$ cat config.mk
export PLATFORM = sky130hd
export DESIGN_NAME = fetch_sequencer
export DESIGN_NICKNAME = d
export VERILOG_FILES = /design/src/rtl/mips_fetch_pkg.sv /design/src/rtl/fetch_hold_buffer.sv /design/src/rtl/fetch_sequencer.sv
export SDC_FILE = /design/constraint.sdc
export NUM_CORES = 1
export LEC_CHECK = 0
export CORE_MARGIN = 10
export CORE_UTILIZATION = 28
export CTS_CLUSTER_SIZE = 24
export DETAILED_ROUTE_END_ITERATION = 10
export GPL_TIMING_DRIVEN = 0
export HOLD_SLACK_MARGIN = 0.03
export SYNTH_ARGS = -nofsm -noshare
export SYNTH_HDL_FRONTEND = slang
export SYNTH_SLANG_ARGS = --single-unit
export TNS_END_PERCENT = 20
$ cat constraint.sdc
create_clock -name Clk -period 2.4 [get_ports Clk]
set_clock_uncertainty 0.15 [all_clocks]
set_input_delay 0.48 -clock Clk [delete_from_list [all_inputs] [get_ports Clk]]
set_output_delay 0.48 -clock Clk [all_outputs]
set_load 0.03 [all_outputs]
$ cat src/rtl/mips_fetch_pkg.sv
// Shared definitions for the MIPS instruction fetch sequencer.
package mips_fetch_pkg;

    // Fetch controller states
    typedef enum logic [1:0] {
        ST_IDLE  = 2'd0,
        ST_REQ   = 2'd1,
        ST_HOLD  = 2'd2,
        ST_DRAIN = 2'd3
    } fetch_state_e;

    localparam logic [31:0] DEFAULT_RESET_PC = 32'h0000_0000;
    localparam int unsigned PC_INCR          = 4;
    localparam logic [31:0] NOP_WORD         = 32'h0000_0000;

endpackage

$ cat src/rtl/fetch_hold_buffer.sv
// One-entry skid register for a fetched {instr, pc4} pair that arrived while
// ID was stalled. Clear wins over load.
module fetch_hold_buffer
    import mips_fetch_pkg::*;
#(
    parameter int ADDR_W = 32
) (
    input  logic              clk,
    input  logic              rst_n,
    input  logic              load,
    input  logic              clear,
    input  logic [31:0]       instr_in,
    input  logic [ADDR_W-1:0] pc4_in,
    output logic              valid,
    output logic [31:0]       instr,
    output logic [ADDR_W-1:0] pc4
);

    logic              valid_q, valid_d;
    logic [31:0]       instr_q, instr_d;
    logic [ADDR_W-1:0] pc4_q, pc4_d;

    // Next-entry selection: clear empties, load captures a new pair
    always_comb begin
        valid_d = valid_q;
        instr_d = instr_q;
        pc4_d   = pc4_q;
        if (clear) begin
            valid_d = 1'b0;
        end else if (load) begin
            valid_d = 1'b1;
            instr_d = instr_in;
            pc4_d   = pc4_in;
        end
    end

    // Entry storage
    always_ff @(posedge clk or negedge rst_n) begin
        if (!rst_n) begin
            valid_q <= 1'b0;
            instr_q <= NOP_WORD;
            pc4_q   <= '0;
        end else begin
            valid_q <= valid_d;
            instr_q <= instr_d;
            pc4_q   <= pc4_d;
        end
    end

    assign valid = valid_q;
    assign instr = instr_q;
    assign pc4   = pc4_q;

endmodule

$ cat src/rtl/fetch_sequencer.sv
// Instruction fetch sequencer: owns the PC, talks to instruction memory,
// loads IF/ID, parks a word in the hold buffer on stalls and applies redirects.
//
// Memory handshake: ImemReq/ImemAddr act as the request "valid"; once raised,
// ImemAddr stays stable until the cycle ImemReady=1, which both completes the
// transfer and qualifies ImemData. ImemReady is ignored whenever ImemReq=0.
module fetch_sequencer
    import mips_fetch_pkg::*;
#(
    parameter int                ADDR_W   = 32,
    parameter logic [ADDR_W-1:0] RESET_PC = ADDR_W'(DEFAULT_RESET_PC)
) (
    input  logic              Clk,
    input  logic              Reset,
    input  logic              Stall,
    input  logic              BranchTaken,
    input  logic [ADDR_W-1:0] BranchTarget,
    input  logic              Jump,
    input  logic [ADDR_W-1:0] JumpTarget,
    output logic              ImemReq,
    output logic [ADDR_W-1:0] ImemAddr,
    input  logic              ImemReady,
    input  logic [31:0]       ImemData,
    output logic              IfIdValid,
    output logic [31:0]       IfIdInstr,
    output logic [ADDR_W-1:0] IfIdPC4,
    output logic              Flush,
    output logic [1:0]        dbg_state
);

    fetch_state_e      state_q, state_d;
    logic [ADDR_W-1:0] pc_q, pc_d;
    logic [ADDR_W-1:0] drain_addr_q, drain_addr_d;
    logic              ifid_valid_q, ifid_valid_d;
    logic [31:0]       ifid_instr_q, ifid_instr_d;
    logic [ADDR_W-1:0] ifid_pc4_q, ifid_pc4_d;
    logic              flush_q, flush_d;

    logic              buf_load, buf_clear, buf_valid;
    logic [31:0]       buf_instr;
    logic [ADDR_W-1:0] buf_pc4;

    logic              redirect;
    logic [ADDR_W-1:0] redirect_sel, redirect_target, pc_plus4;

    assign redirect        = BranchTaken | Jump;
    assign redirect_sel    = BranchTaken ? BranchTarget : JumpTarget;
    assign redirect_target = redirect_sel & {{(ADDR_W-2){1'b1}}, 2'b00};
    assign pc_plus4        = pc_q + ADDR_W'(PC_INCR);

    fetch_hold_buffer #(.ADDR_W(ADDR_W)) u_hold (
        .clk      (Clk),
        .rst_n    (Reset),
        .load     (buf_load),
        .clear    (buf_clear),
        .instr_in (ImemData),
        .pc4_in   (pc_plus4),
        .valid    (buf_valid),
        .instr    (buf_instr),
        .pc4      (buf_pc4)
    );

    // Next-state, PC and IF/ID update; a redirect overrides everything else
    always_comb begin
        state_d      = state_q;
        pc_d         = pc_q;
        drain_addr_d = drain_addr_q;
        ifid_valid_d = ifid_valid_q;
        ifid_instr_d = ifid_instr_q;
        ifid_pc4_d   = ifid_pc4_q;
        flush_d      = 1'b0;
        buf_load     = 1'b0;
        buf_clear    = 1'b0;
        if (redirect) begin
            pc_d         = redirect_target;
            ifid_valid_d = 1'b0;
            buf_clear    = 1'b1;
            flush_d      = 1'b1;
            state_d      = ST_REQ;
            if (state_q == ST_REQ && !ImemReady) begin
                // Memory still owes us a word: let it land, then discard it
                state_d      = ST_DRAIN;
                drain_addr_d = pc_q;
            end else if (state_q == ST_DRAIN && !ImemReady) begin
                state_d = ST_DRAIN;
            end
        end else begin
            case (state_q)
                ST_IDLE: state_d = ST_REQ;
                ST_REQ: begin
                    if (ImemReady) begin
                        pc_d = pc_plus4;
                        if (Stall) begin
                            buf_load = 1'b1;
                            state_d  = ST_HOLD;
                        end else begin
                            ifid_valid_d = 1'b1;
                            ifid_instr_d = ImemData;
                            ifid_pc4_d   = pc_plus4;
                        end
                    end else if (!Stall) begin
                        ifid_valid_d = 1'b0;
                    end
                end
                ST_HOLD: begin
                    if (!Stall) begin
                        ifid_valid_d = buf_valid;
                        ifid_instr_d = buf_instr;
                        ifid_pc4_d   = buf_pc4;
                        buf_clear    = 1'b1;
                        state_d      = ST_REQ;
                    end
                end
                ST_DRAIN: begin
                    if (ImemReady) state_d = ST_REQ;
                end
                default: state_d = ST_IDLE;
            endcase
        end
    end

    // State, PC and IF/ID registers
    always_ff @(posedge Clk or negedge Reset) begin
        if (!Reset) begin
            state_q      <= ST_IDLE;
            pc_q         <= RESET_PC;
            drain_addr_q <= RESET_PC;
            ifid_valid_q <= 1'b0;
            ifid_instr_q <= NOP_WORD;
            ifid_pc4_q   <= '0;
            flush_q      <= 1'b0;
        end else begin
            state_q      <= state_d;
            pc_q         <= pc_d;
            drain_addr_q <= drain_addr_d;
            ifid_valid_q <= ifid_valid_d;
            ifid_instr_q <= ifid_instr_d;
            ifid_pc4_q   <= ifid_pc4_d;
            flush_q      <= flush_d;
        end
    end

    assign ImemReq   = (state_q == ST_REQ) || (state_q == ST_DRAIN);
    assign ImemAddr  = (state_q == ST_DRAIN) ? drain_addr_q : pc_q;
    assign IfIdValid = ifid_valid_q;
    assign IfIdInstr = ifid_instr_q;
    assign IfIdPC4   = ifid_pc4_q;
    assign Flush     = flush_q;
    assign dbg_state = state_q;

endmodule
==> results of run 1 <==
-- final cells by class --
cell class / count / area [µm²] / share of cell area
multi-input cells: 646 / 4750 / 0.356
flip-flops and latches: 189 / 4730 / 0.355
repair buffers: 206 / 2120 / 0.159
well taps: 448 / 561 / 0.0420
plain buffers: 82 / 514 / 0.0385
clock buffers: 19 / 443 / 0.0332
clock inverters: 13 / 178 / 0.0133
inverters: 13 / 48.8 / 0.00365
diodes: 1 / 2.50 / 0.000187
-- registers in the layout, summed over array words and instances, names as in the netlist --
| signal | flops |
|---|---|
| u_hold.instr | 32 |
| IfIdValid | 1 |
| u_hold.valid | 1 |
| dbg_state | 2 |
| IfIdInstr | 32 |
| u_hold.pc4 | 30 |
| pc_q | 30 |
| IfIdPC4 | 30 |
| Flush | 1 |
| drain_addr_q | 30 |
-- worst min path at each step --
stage,start,end,slack [ns],cells past startpoint
after floorplan,Reset,Flush,0.03,0
after global placement,u_hold.pc4[28],u_hold.pc4[28],0.31,2
after detailed placement,u_hold.pc4[20],u_hold.pc4[20],0.32,1
after CTS,u_hold.pc4[20],u_hold.pc4[20],0.33,1
after global routing,IfIdInstr[9],IfIdInstr[9],0.35,2
final,IfIdInstr[12],IfIdInstr[12],0.33,2
-- placed cells by master (no fill, tap or decap), types with 15 or more instances in the layout --
cell type	netlist	final
sky130_fd_sc_hd__a211oi_1	17	17
sky130_fd_sc_hd__a21oi_1	36	36
sky130_fd_sc_hd__buf_2	20	17
sky130_fd_sc_hd__buf_4	8	26
sky130_fd_sc_hd__buf_6	3	36
sky130_fd_sc_hd__clkbuf_1	45	23
sky130_fd_sc_hd__clkbuf_16	0	19
sky130_fd_sc_hd__clkdlybuf4s50_1	0	158
sky130_fd_sc_hd__dfrtp_1	189	186
sky130_fd_sc_hd__mux2_2	96	81
sky130_fd_sc_hd__mux2_4	0	15
sky130_fd_sc_hd__mux2i_1	34	34
sky130_fd_sc_hd__nand2_1	110	105
sky130_fd_sc_hd__nand3_1	26	25
sky130_fd_sc_hd__nor2_1	27	27
sky130_fd_sc_hd__nor2b_1	17	17
sky130_fd_sc_hd__nor3_1	20	15
sky130_fd_sc_hd__o21ai_0	77	72
sky130_fd_sc_hd__o21ai_1	20	20
sky130_fd_sc_hd__xnor2_1	31	31
-- cell families (layout without fill, tap and decap cells) --
| group | Yosys count | after routing | share of synthesized area |
|---|---|---|---|
| buf+inv | 100 | 333 | 0.0471 |
| flops | 189 | 189 | 0.492 |
| other cells | 1 | 5 | 0.000390 |
| compound gates | 202 | 202 | 0.125 |
| simple gates | 262 | 262 | 0.143 |
| fa+ha+maj | 4 | 4 | 0.00520 |
| mux | 130 | 130 | 0.148 |
| xor+xnor | 44 | 44 | 0.0401 |
-- critical path, cell delays in order, from the launching register on --
cell	delay, ns
sky130_fd_sc_hd__dfrtp_2	0.46
sky130_fd_sc_hd__ha_4	0.25
sky130_fd_sc_hd__buf_8	0.17
sky130_fd_sc_hd__buf_8	0.14
sky130_fd_sc_hd__or2_4	0.24
sky130_fd_sc_hd__buf_6	0.14
-- timing repair --
item | 4_1_cts | 5_1_grt
endpoints found under the setup margin | 200 | 133
hold buffers | 1 | 0
setup buffers | 8 | 3
gates resized for setup | 284 | 85
cloned | 1 | 2
pin swaps | 3 | 8
endpoints found under the hold margin | 90 | 0
-- metal layers --
layer,up-vias,track usage
li1,3723,-
met5,-,0
met2,224,0.230
met1,3791,0.191
met3,19,0.0371
met4,0,0.0302
-- synth_stat cells, types with 3 or more instances --
master | count | share of area
sky130_fd_sc_hd__buf_4 | 8 | 0.0062
sky130_fd_sc_hd__and4_1 | 6 | 0.0055
sky130_fd_sc_hd__nor3_1 | 20 | 0.010
sky130_fd_sc_hd__o211ai_1 | 9 | 0.0070
sky130_fd_sc_hd__a21oi_1 | 36 | 0.019
sky130_fd_sc_hd__and3_1 | 4 | 0.0026
sky130_fd_sc_hd__xor2_1 | 13 | 0.012
sky130_fd_sc_hd__dfrtp_1 | 189 | 0.49
sky130_fd_sc_hd__a22o_1 | 7 | 0.0064
sky130_fd_sc_hd__o22ai_1 | 9 | 0.0059
sky130_fd_sc_hd__nor4_1 | 4 | 0.0026
sky130_fd_sc_hd__nor2_1 | 27 | 0.011
sky130_fd_sc_hd__buf_2 | 20 | 0.010
sky130_fd_sc_hd__o31a_1 | 3 | 0.0027
sky130_fd_sc_hd__nand2b_1 | 7 | 0.0046
sky130_fd_sc_hd__nor2b_1 | 17 | 0.011
sky130_fd_sc_hd__nor4_2 | 6 | 0.0078
sky130_fd_sc_hd__nand2_1 | 110 | 0.043
sky130_fd_sc_hd__nand3_1 | 26 | 0.014
sky130_fd_sc_hd__or4_1 | 5 | 0.0039
sky130_fd_sc_hd__mux2_2 | 96 | 0.11
sky130_fd_sc_hd__a211oi_1 | 17 | 0.013
sky130_fd_sc_hd__nand4_1 | 7 | 0.0046
sky130_fd_sc_hd__a21o_1 | 3 | 0.0023
sky130_fd_sc_hd__o31ai_1 | 4 | 0.0031
sky130_fd_sc_hd__and2_1 | 4 | 0.0026
sky130_fd_sc_hd__inv_1 | 11 | 0.0043
sky130_fd_sc_hd__nor3_2 | 4 | 0.0042
sky130_fd_sc_hd__a22oi_1 | 5 | 0.0039
sky130_fd_sc_hd__o21a_1 | 4 | 0.0031
sky130_fd_sc_hd__or3_1 | 3 | 0.0020
sky130_fd_sc_hd__o21ai_0 | 77 | 0.040
sky130_fd_sc_hd__o21ai_1 | 20 | 0.010
sky130_fd_sc_hd__buf_6 | 3 | 0.0035
sky130_fd_sc_hd__mux2i_1 | 34 | 0.035
sky130_fd_sc_hd__xnor2_1 | 31 | 0.028
sky130_fd_sc_hd__buf_1 | 11 | 0.0043
sky130_fd_sc_hd__ha_1 | 4 | 0.0052
sky130_fd_sc_hd__clkbuf_1 | 45 | 0.018
-- report_power, final --
group | leakage [nW] | switching [mW] | internal (mW) | total (mW)
sequential | 2.28 | 0.680 | 4.45 | 5.13
combinational | 2.81 | 3.44 | 2.87 | 6.31
clock | 0.298 | 1.32 | 1.70 | 3.02
total | 5.39 | 5.44 | 9.02 | 14.5
==> load_flow_metrics.sql, run 1 <==
INSERT INTO impl_metrics (metric_group, metric, value, unit) VALUES
('cts', 'ctsHtreeMaxLevel', '4', ''),
('detailed_routing', 'wire_per_inst', '18.8', 'µm'),
('critical_path', 'reg2reg_depth', '7', ''),
('synth', 'syn_area', '9620', 'µm²'),
('critical_path', 'worst-setup-path-type', 'register to output port', ''),
('run_status', 'outcome', 'finished with violations', ''),
('global_routing', 'antenna_found_initial', '0', ''),
('placement', 'routabilityCongestion', '0.833', ''),
('cts', 'cts_sinks', '189', ''),
('sta', 'max_slew.worst_pin.slew', '0.839', 'ns'),
('synth', 'count_of_cell_types_in_the_netlist', '58', ''),
('cts', 'worst_setup_hold_path_clk_slew', '0.07', 'ns'),
('worst_hold_path', 'min-delay-path-class', 'register to register', ''),
('critical_path', 'timing.reg2reg.setup_slack', '0.06', 'ns'),
('layout', 'final.fill_count', '3391', ''),
('detailed_routing', 'wl_met3', '1.84', 'mm'),
('sta', 'final_max_slew_viol_count', '0', ''),
('detailed_routing', 'highest-signal-layer', 'met4', ''),
('floorplan', 'die_w', '205', 'µm'),
('sta', 'clock.fmax', '0.404', 'GHz'),
('sta', 'report.final.setup_viol', '31', ''),
('detailed_routing', 'drt.antenna.violating_nets', '0', ''),
('power', 'static_leakage', '5.39', 'nW'),
('global_routing', 'grt_first_pass_wirelength', '47.0', 'mm'),
('critical_path', 'required', '1.77', 'ns'),
('global_routing', 'globalRoute.totalOverflow', '0', ''),
('critical_path', 'reg2reg_from', 'pc_q[2]', ''),
('placement', 'dp_hpwl', '23.1', 'mm'),
('synth', 'yosys_warnings', '0', ''),
('layout', 'post_route_cells_drive_above_1_share', '0.243', ''),
('sta', 'fin_crit', '2.48', 'ns'),
('power', 'power_density', '1080', 'nW/µm²'),
('run_status', 'failed_checks', 'negative setup slack', ''),
('placement', 'dpl_cell_area', '12100', 'µm²'),
('critical_path', 'maximum_fanout_count_along_the_critical_path', '6', ''),
('detailed_routing', 'wl_met1', '14.0', 'mm'),
('cts', 'cts_root_buf', 'sky130_fd_sc_hd__clkbuf_16', ''),
('global_routing', 'via_count_of_the_first_global_routing_pass', '7885', ''),
('detailed_routing', 'num_vias', '7757', ''),
('layout', 'final_cell_area', '13400', 'µm²'),
('synth', 'number_of_flops_mapped_to_enable_cells_by_yosys', '0', ''),
('detailed_routing', 'drt-initial-drc-count', '332', ''),
('critical_path', 'crit_path_start_kind', 'register', ''),
('synth', 'synthCells', '932', ''),
('floorplan', 'start_util', '0.285', ''),
('sta', 'timing.final.ws_setup', '-0.0751', 'ns'),
('critical_path', 'crit_arrival', '1.85', 'ns'),
('synth', 'postSynth.asyncResetShare', '1.00', ''),
('synth', 'synth_flop_cell', 'sky130_fd_sc_hd__dfrtp_1', ''),
('synth', 'syn-mean-instance-area', '10.3', 'µm²'),
('detailed_routing', 'detail_route.wirelength', '30.3', 'mm'),
('cts', 'tritoncts_clock_tree', 'built', ''),
('synth', 'synth-seq-cells', '189', ''),
('run', 'max_cap_viol_count', '0', ''),
('critical_path', 'timing.critical_path.from', 'dbg_state[0]', ''),
('layout', 'finalNonFillerCells', '1617', ''),
('sta', 'timing.slew.headroom', '0.440', ''),
('sta', 'hold_ws', '0.326', 'ns'),
('detailed_routing', 'avgViaCountPerCell', '4.80', ''),
('global_routing', 'grt_max_degree', '100', ''),
('layout', 'count_of_nets_after_finishing', '1261', ''),
('cts', 'clock_tree.buffer_depth', '2', ''),
('detailed_routing', 'met2RoutedLength', '14.2', 'mm'),
('sta', 'final-hold-violation-count', '0', ''),
('cts', 'clk_latency', '0.45', 'ns'),
('power', 'report.power.total', '14.5', 'mW'),
('critical_path', 'last_element_of_the_critical_path', 'ImemReq', ''),
('floorplan', 'io_pins', '203', ''),
('layout', 'area.growth.synth_to_final', '38.8', '%'),
('placement', 'post-place-ws', '-1.02', 'ns'),
('critical_path', 'rr_endpoint', 'IfIdPC4[20]', '');
(Power assumes the default switching activity.)
==> run 2: changes to the inputs <==
==> constraint.sdc (replaced) <==
create_clock -name Clk -period 2.7 [get_ports Clk]
set_clock_uncertainty 0.15 [all_clocks]
set_input_delay 0.54 -clock Clk [delete_from_list [all_inputs] [get_ports Clk]]
set_output_delay 0.54 -clock Clk [all_outputs]
set_load 0.03 [all_outputs]
==> load_flow_metrics.sql, run 2 (same netlist as run 1, synthesis figures left out) <==
INSERT INTO impl_metrics (metric_group, metric, value, unit) VALUES
('run_status', 'outcome', 'finished with violations', ''),
('run_status', 'failed_checks', 'negative setup slack', ''),
('sta', 'timing.slew.headroom', '0.443', ''),
('layout', 'utilization', '0.380', ''),
('sta', 'fin_crit', '2.71', 'ns'),
('layout', 'final_cell_area', '12800', 'µm²'),
('power', 'static_leakage', '5.08', 'nW'),
('sta', 'max_slew.worst_pin.slew', '0.835', 'ns'),
('worst_hold_path', 'min-delay-path-class', 'register to register', ''),
('critical_path', 'rr_endpoint', 'IfIdPC4[24]', ''),
('global_routing', 'via_count_of_the_first_global_routing_pass', '7769', ''),
('cts', 'cts_root_buf', 'sky130_fd_sc_hd__clkbuf_16', ''),
('detailed_routing', 'drt-initial-drc-count', '325', ''),
('sta', 'clock.fmax', '0.368', 'GHz'),
('cts', 'worst_setup_hold_path_clk_slew', '0.07', 'ns'),
('critical_path', 'worst-setup-path-type', 'register to output port', ''),
('detailed_routing', 'drc', '0', ''),
('floorplan', 'row_count', '67', ''),
('placement', 'post-place-ws', '-0.780', 'ns'),
('critical_path', 'maximum_fanout_count_along_the_critical_path', '6', ''),
('critical_path', 'crit_path_start_kind', 'register', ''),
('layout', 'area.growth.synth_to_final', '33.3', '%'),
('global_routing', 'grt_first_pass_wirelength', '46.5', 'mm'),
('sta', 'report.final.setup_viol', '1', ''),
('critical_path', 'crit_arrival', '2.02', 'ns'),
('worst_hold_path', 'worst_hold_depth', '2', ''),
('sta', 'fin_tns_setup', '-0.0137', 'ns'),
('critical_path', 'required', '2.01', 'ns'),
('placement', 'dpl.cell_count', '1574', ''),
('layout', 'layout.cells.most_common', 'sky130_fd_sc_hd__dfrtp_1', ''),
('layout', 'post_route_cells_drive_above_1_share', '0.200', ''),
('detailed_routing', 'wire_per_inst', '18.6', 'µm'),
('global_routing', 'globalRoute.totalOverflow', '0', ''),
('global_routing', 'grt_max_degree', '100', ''),
('power', 'power_density', '963', 'nW/µm²'),
('run', 'max_cap_viol_count', '0', ''),
('worst_hold_path', 'hp-start', 'IfIdInstr[12]', ''),
('critical_path', 'reg2reg_depth', '7', ''),
('cts', 'cts_sinks', '189', ''),
('global_routing', 'grtUsageTotal', '0.142', ''),
('detailed_routing', 'detailedRoute.firstPassIterationCount', '6', ''),
('layout', 'count_of_nets_after_finishing', '1252', ''),
('power', 'largest_voltage_drop_on_the_vdd_net', '465', 'µV'),
('placement', 'routabilityCongestion', '0.833', ''),
('critical_path', 'timing.reg2reg.setup_slack', '0.08', 'ns'),
('detailed_routing', 'drt.antenna.violating_nets', '0', ''),
('sta', 'grt_setup_unrepaired', 'true', ''),
('floorplan', 'start_util', '0.285', ''),
('floorplan', 'core_region_area', '33700', 'µm²'),
('cts', 'ctsHtreeMaxLevel', '4', ''),
('layout', 'layout.cells.most_common_list', 'sky130_fd_sc_hd__dfrtp_1, sky130_fd_sc_hd__clkdlybuf4s50_1, sky130_fd_sc_hd__nand2_1', ''),
('floorplan', 'die_w', '205', 'µm'),
('detailed_routing', 'detail_route.wirelength', '29.9', 'mm'),
('critical_path', 'reg2reg_from', 'pc_q[3]', ''),
('power', 'report.power.total', '12.3', 'mW'),
('cts', 'cts-buffers-inserted', '17', ''),
('critical_path', 'cp-end-kind', 'output port', ''),
('floorplan', 'io_pins', '203', ''),
('critical_path', 'timing.critical_path.from', 'dbg_state[1]', ''),
('layout', 'finalNonFillerCells', '1607', ''),
('sta', 'final_max_slew_viol_count', '0', ''),
('placement', 'buffer_ports.inserted', '190', ''),
('sta', 'final.period_utilization', '1.01', ''),
('placement', 'dp_hpwl', '23.1', 'mm'),
('floorplan', 'floorplan.die_area', '42200', 'µm²'),
('cts', 'clk_latency', '0.44', 'ns'),
('sta', 'timing.final.ws_setup', '-0.0137', 'ns'),
('worst_hold_path', 'hold-path-endpoint', 'IfIdInstr[12]', ''),
('detailed_routing', 'num_vias', '7662', ''),
('sta', 'hold_ws', '0.327', 'ns'),
('cts', 'clock_tree.buffer_depth', '2', ''),
('layout', 'antenna_cells_inserted', '0', ''),
('global_routing', 'antenna_found_initial', '0', ''),
('placement', 'dpl_cell_area', '12100', 'µm²'),
('floorplan', 'die_height', '205', 'µm'),
('cts', 'tritoncts_clock_tree', 'built', ''),
('detailed_routing', 'avgViaCountPerCell', '4.77', ''),
('sta', 'final-hold-violation-count', '0', '');
## run 2: cell count changes in the layout (fill, tap and decap cells not counted), sizes merged
cell / before / now
buf: 91 / 49
clkbuf: 57 / 67
clkdlybuf4s15: 0 / 18
dlygate4sd2: 0 / 5
diode: 1 / 0
## run 2: final cells by class
type	count	area (µm²)
buffer	86	440
clock inverter	13	178
timing repair buffer	193	1940
sequential	189	4730
inverter	13	48.8
tap	448	561
clock buffer	19	443
fill	3450	20900
multi-input combinational	646	4480
## run 2: metal layers
| metal | up-vias | GRT usage | routed length (µm) |
|---|---|---|---|
| met5 | - | 0 | 0 |
| met4 | 0 | 0.0294 | 261 |
| met3 | 17 | 0.0368 | 1750 |
| met2 | 210 | 0.226 | 13900 |
| met1 | 3729 | 0.189 | 14000 |
| li1 | 3706 | - | - |
## run 2: repair_timing
| item | CTS | global route |
|---|---|---|
| resized for setup | 117 | 28 |
| endpoints found under the hold margin | 90 | 0 |
| endpoints found under the setup margin | 118 | 117 |
| setup buffers | 1 | 0 |
| cloned | 0 | 0 |
| pin swaps | 1 | 0 |
| hold buffers | 1 | 0 |
## run 2: critical path, cell delays in order (launching register included)
cell and delay, ns:
sky130_fd_sc_hd__dfrtp_2 0.44, sky130_fd_sc_hd__ha_4 0.24, sky130_fd_sc_hd__clkbuf_4 0.22, sky130_fd_sc_hd__mux2_2 0.34, sky130_fd_sc_hd__dlygate4sd2_1 0.36
## run 2: power breakdown
group	internal, mW	total [mW]	switching [mW]
clock	1.51	2.69	1.18
combinational	2.20	5.11	2.91
sequential	3.95	4.54	0.583
## run 2: how the worst max path moves through the flow
stage / to / slack, ns / cells after the start
3_3_place_gp: drain_addr_q[18] / -7.37 / 1
2_1_floorplan: ImemAddr[26] / 0.14 / 4
3_5_place_dp: ImemAddr[25] / -0.78 / 5
6_report: ImemAddr[2] / -0.01 / 4
4_1_cts: ImemAddr[21] / -0.07 / 4
5_1_grt: IfIdPC4[3] / -0.11 / 9
==> run 3: changes to the inputs <==
--- a/config.mk
+++ b/config.mk
@@ -6,11 +6,13 @@
 export NUM_CORES = 1
 export LEC_CHECK = 0
 export CORE_MARGIN = 10
-export CORE_UTILIZATION = 28
+export CORE_UTILIZATION = 52
 export CTS_CLUSTER_SIZE = 24
 export DETAILED_ROUTE_END_ITERATION = 10
 export GPL_TIMING_DRIVEN = 0
 export HOLD_SLACK_MARGIN = 0.03
+export PLACE_DENSITY = 0.81
+export SLEW_MARGIN = 40
 export SYNTH_ARGS = -nofsm -noshare
 export SYNTH_HDL_FRONTEND = slang
 export SYNTH_SLANG_ARGS = --single-unit
==> load_flow_metrics.sql, run 3 (same netlist as run 1, synthesis figures left out) <==
INSERT INTO impl_metrics (metric_group, metric, value, unit) VALUES
('run', 'max_cap_viol_count', '0', ''),
('critical_path', 'required', '2.01', 'ns'),
('floorplan', 'io_pins', '203', ''),
('placement', 'routabilityCongestion', '0.903', ''),
('layout', 'utilization', '0.689', ''),
('floorplan', 'core_region_area', '18100', 'µm²'),
('power', 'power_density', '979', 'nW/µm²'),
('cts', 'cts-buffers-inserted', '17', ''),
('cts', 'clk_latency', '0.44', 'ns'),
('critical_path', 'worst_path_dominant_cell_family', 'buffers and inverters', ''),
('sta', 'report.final.setup_viol', '5', ''),
('critical_path', 'crit_path_start_kind', 'register', ''),
('detailed_routing', 'num_vias', '7948', ''),
('cts', 'cts_post_setup_buffers_inserted', '0', ''),
('critical_path', 'worstPathBufferInverterCount', '2', ''),
('placement', 'post-place-ws', '-0.645', 'ns'),
('floorplan', 'start_util', '0.532', ''),
('detailed_routing', 'drt.antenna.violating_nets', '0', ''),
('sta', 'clock.fmax', '0.366', 'GHz'),
('layout', 'area.growth.synth_to_final', '29.6', '%'),
('cts', 'clock_tree.buffer_depth', '2', ''),
('critical_path', 'cpMaxStageDelayCell', 'sky130_fd_sc_hd__dfrtp_2', ''),
('critical_path', 'critical-path-max-stage-delay', '0.43', 'ns'),
('sta', 'final-hold-violation-count', '0', ''),
('global_routing', 'via_count_of_the_first_global_routing_pass', '8153', ''),
('sta', 'final.period_utilization', '1.01', ''),
('sta', 'grt_setup_unrepaired', 'true', ''),
('run_status', 'failed_checks', 'negative setup slack', ''),
('global_routing', 'grt_max_degree', '75', ''),
('cts', 'cts_root_buf', 'sky130_fd_sc_hd__clkbuf_16', ''),
('global_routing', 'grtUsageTotal', '0.225', ''),
('sta', 'final_max_slew_viol_count', '0', ''),
('global_routing', 'antenna_found_initial', '0', ''),
('detailed_routing', 'wire_per_inst', '19.9', 'µm'),
('floorplan', 'die_w', '156', 'µm'),
('cts', 'ctsHtreeMaxLevel', '4', ''),
('power', 'largest_voltage_drop_on_the_vdd_net', '492', 'µV'),
('run_status', 'outcome', 'finished with violations', ''),
('layout', 'layout.cells.most_common', 'sky130_fd_sc_hd__dfrtp_1', ''),
('placement', 'dp_hpwl', '20.8', 'mm'),
('detailed_routing', 'drc', '0', ''),
('detailed_routing', 'drt-initial-drc-count', '671', ''),
('layout', 'antenna_cells_inserted', '0', ''),
('placement', 'buffer_ports.inserted', '190', ''),
('global_routing', 'grt_first_pass_wirelength', '44.1', 'mm'),
('layout', 'post_route_cells_drive_above_1_share', '0.187', ''),
('critical_path', 'cp-end-kind', 'output port', ''),
('power', 'report.power.total', '12.2', 'mW'),
('floorplan', 'row_count', '49', ''),
('sta', 'timing.slew.headroom', '0.449', ''),
('placement', 'dpl.cell_count', '1356', ''),
('sta', 'fin_crit', '2.73', 'ns'),
('detailed_routing', 'detailedRoute.firstPassIterationCount', '7', ''),
('floorplan', 'die_height', '156', 'µm'),
('layout', 'layout.cells.most_common_list', 'sky130_fd_sc_hd__dfrtp_1, sky130_fd_sc_hd__clkdlybuf4s50_1, sky130_fd_sc_hd__nand2_1', ''),
('sta', 'timing.final.ws_setup', '-0.0313', 'ns'),
('layout', 'finalNonFillerCells', '1386', ''),
('critical_path', 'timing.critical_path.cells', 'ha_4, buf_6, mux2_2, dlygate4sd2_1', ''),
('cts', 'worst_setup_hold_path_clk_slew', '0.07', 'ns'),
('power', 'static_leakage', '5.06', 'nW'),
('critical_path', 'worst-setup-path-type', 'register to output port', ''),
('cts', 'cts_sinks', '189', ''),
('cts', 'tritoncts_clock_tree', 'built', ''),
('detailed_routing', 'avgViaCountPerCell', '5.73', ''),
('floorplan', 'floorplan.die_area', '24300', 'µm²'),
('worst_hold_path', 'min-delay-path-class', 'register to register', ''),
('critical_path', 'crit_arrival', '2.04', 'ns'),
('layout', 'count_of_nets_after_finishing', '1251', ''),
('detailed_routing', 'detail_route.wirelength', '27.6', 'mm'),
('sta', 'max_slew.worst_pin.slew', '0.826', 'ns'),
('global_routing', 'globalRoute.totalOverflow', '0', ''),
('critical_path', 'maximum_fanout_count_along_the_critical_path', '10', '');
## run 3: changes by cell type in the layout (fill, tap and decap cells not counted), moves of 2 or more
cell	delta
sky130_fd_sc_hd__clkdlybuf4s15_2	-15
sky130_fd_sc_hd__clkbuf_2	+6
sky130_fd_sc_hd__dlygate4sd2_1	+6
sky130_fd_sc_hd__buf_4	-5
sky130_fd_sc_hd__clkbuf_1	+4
sky130_fd_sc_hd__clkinv_4	+4
sky130_fd_sc_hd__clkbuf_4	-3
sky130_fd_sc_hd__inv_6	-3
sky130_fd_sc_hd__buf_2	+2
sky130_fd_sc_hd__o21ai_0	+2
## run 3: path summary, 6_finish.rpt
| kind | start | to | slack [ns] | cells after the start |
|---|---|---|---|---|
| min in group asynchronous | Reset | IfIdInstr[23] | 0.45 | 2 |
| max in group asynchronous | Reset | drain_addr_q[20] | 1.21 | 3 |
| worst max register to register | pc_q[3] | IfIdPC4[20] | 0.06 | 7 |
| worst min-delay path | IfIdInstr[7] | IfIdInstr[7] | 0.33 | 2 |
| worst max-delay path | dbg_state[0] | ImemAddr[17] | -0.03 | 4 |
| worst min register to register | IfIdInstr[7] | IfIdInstr[7] | 0.33 | 2 |
## run 3: layer usage
metal | wire, µm | global-route usage | vias to the layer above
met3 | 2120 | 0.0675 | 35
met1 | 11800 | 0.285 | 3888
met2 | 13200 | 0.370 | 328
met5 | 0 | 0 | -
met4 | 405 | 0.0540 | 0
li1 | - | - | 3697
## run 3: area by class of cell
cell class / instances / area [µm²]
multi-input cells: 646 / 4480
clock buffers: 18 / 429
well taps: 229 / 287
repair buffers: 193 / 1890
flip-flops and latches: 189 / 4730
inverters: 13 / 48.8
fillers: 1408 / 5620
clock inverters: 13 / 184
plain buffers: 85 / 422
## run 3: stage by stage
step,area (µm²),TNS (ns),hold slack [ns]
after floorplan,9630,0,0.0944
after global placement,11800,-1327.31,0.307
after detailed placement,11900,-25.69,0.318
after CTS,12500,-1.22,0.332
after global routing,12500,-0.390,0.350
final,12500,-0.132,0.328
## run 3: power breakdown
group	internal [mW]	switching, mW	leakage (nW)	total (mW)
combinational	2.13	2.88	2.49	5.00
sequential	3.96	0.614	2.28	4.57
clock	1.48	1.15	0.294	2.63
total	7.56	4.64	5.06	12.2
## run 3: timing repair
action	4_1_cts	5_1_grt
gates resized for setup	52	53
endpoints found under the hold margin	48	0
endpoints found under the setup margin	54	103
hold buffers	1	0
## run 3: tightest hold or removal path: cells and delay by family, from the launching register on
family / cells / cell delay (ns)
DFF: 1 / 0.34
and+or+nand+nor: 1 / 0.04
AOI/OAI and AO/OA: 1 / 0.06
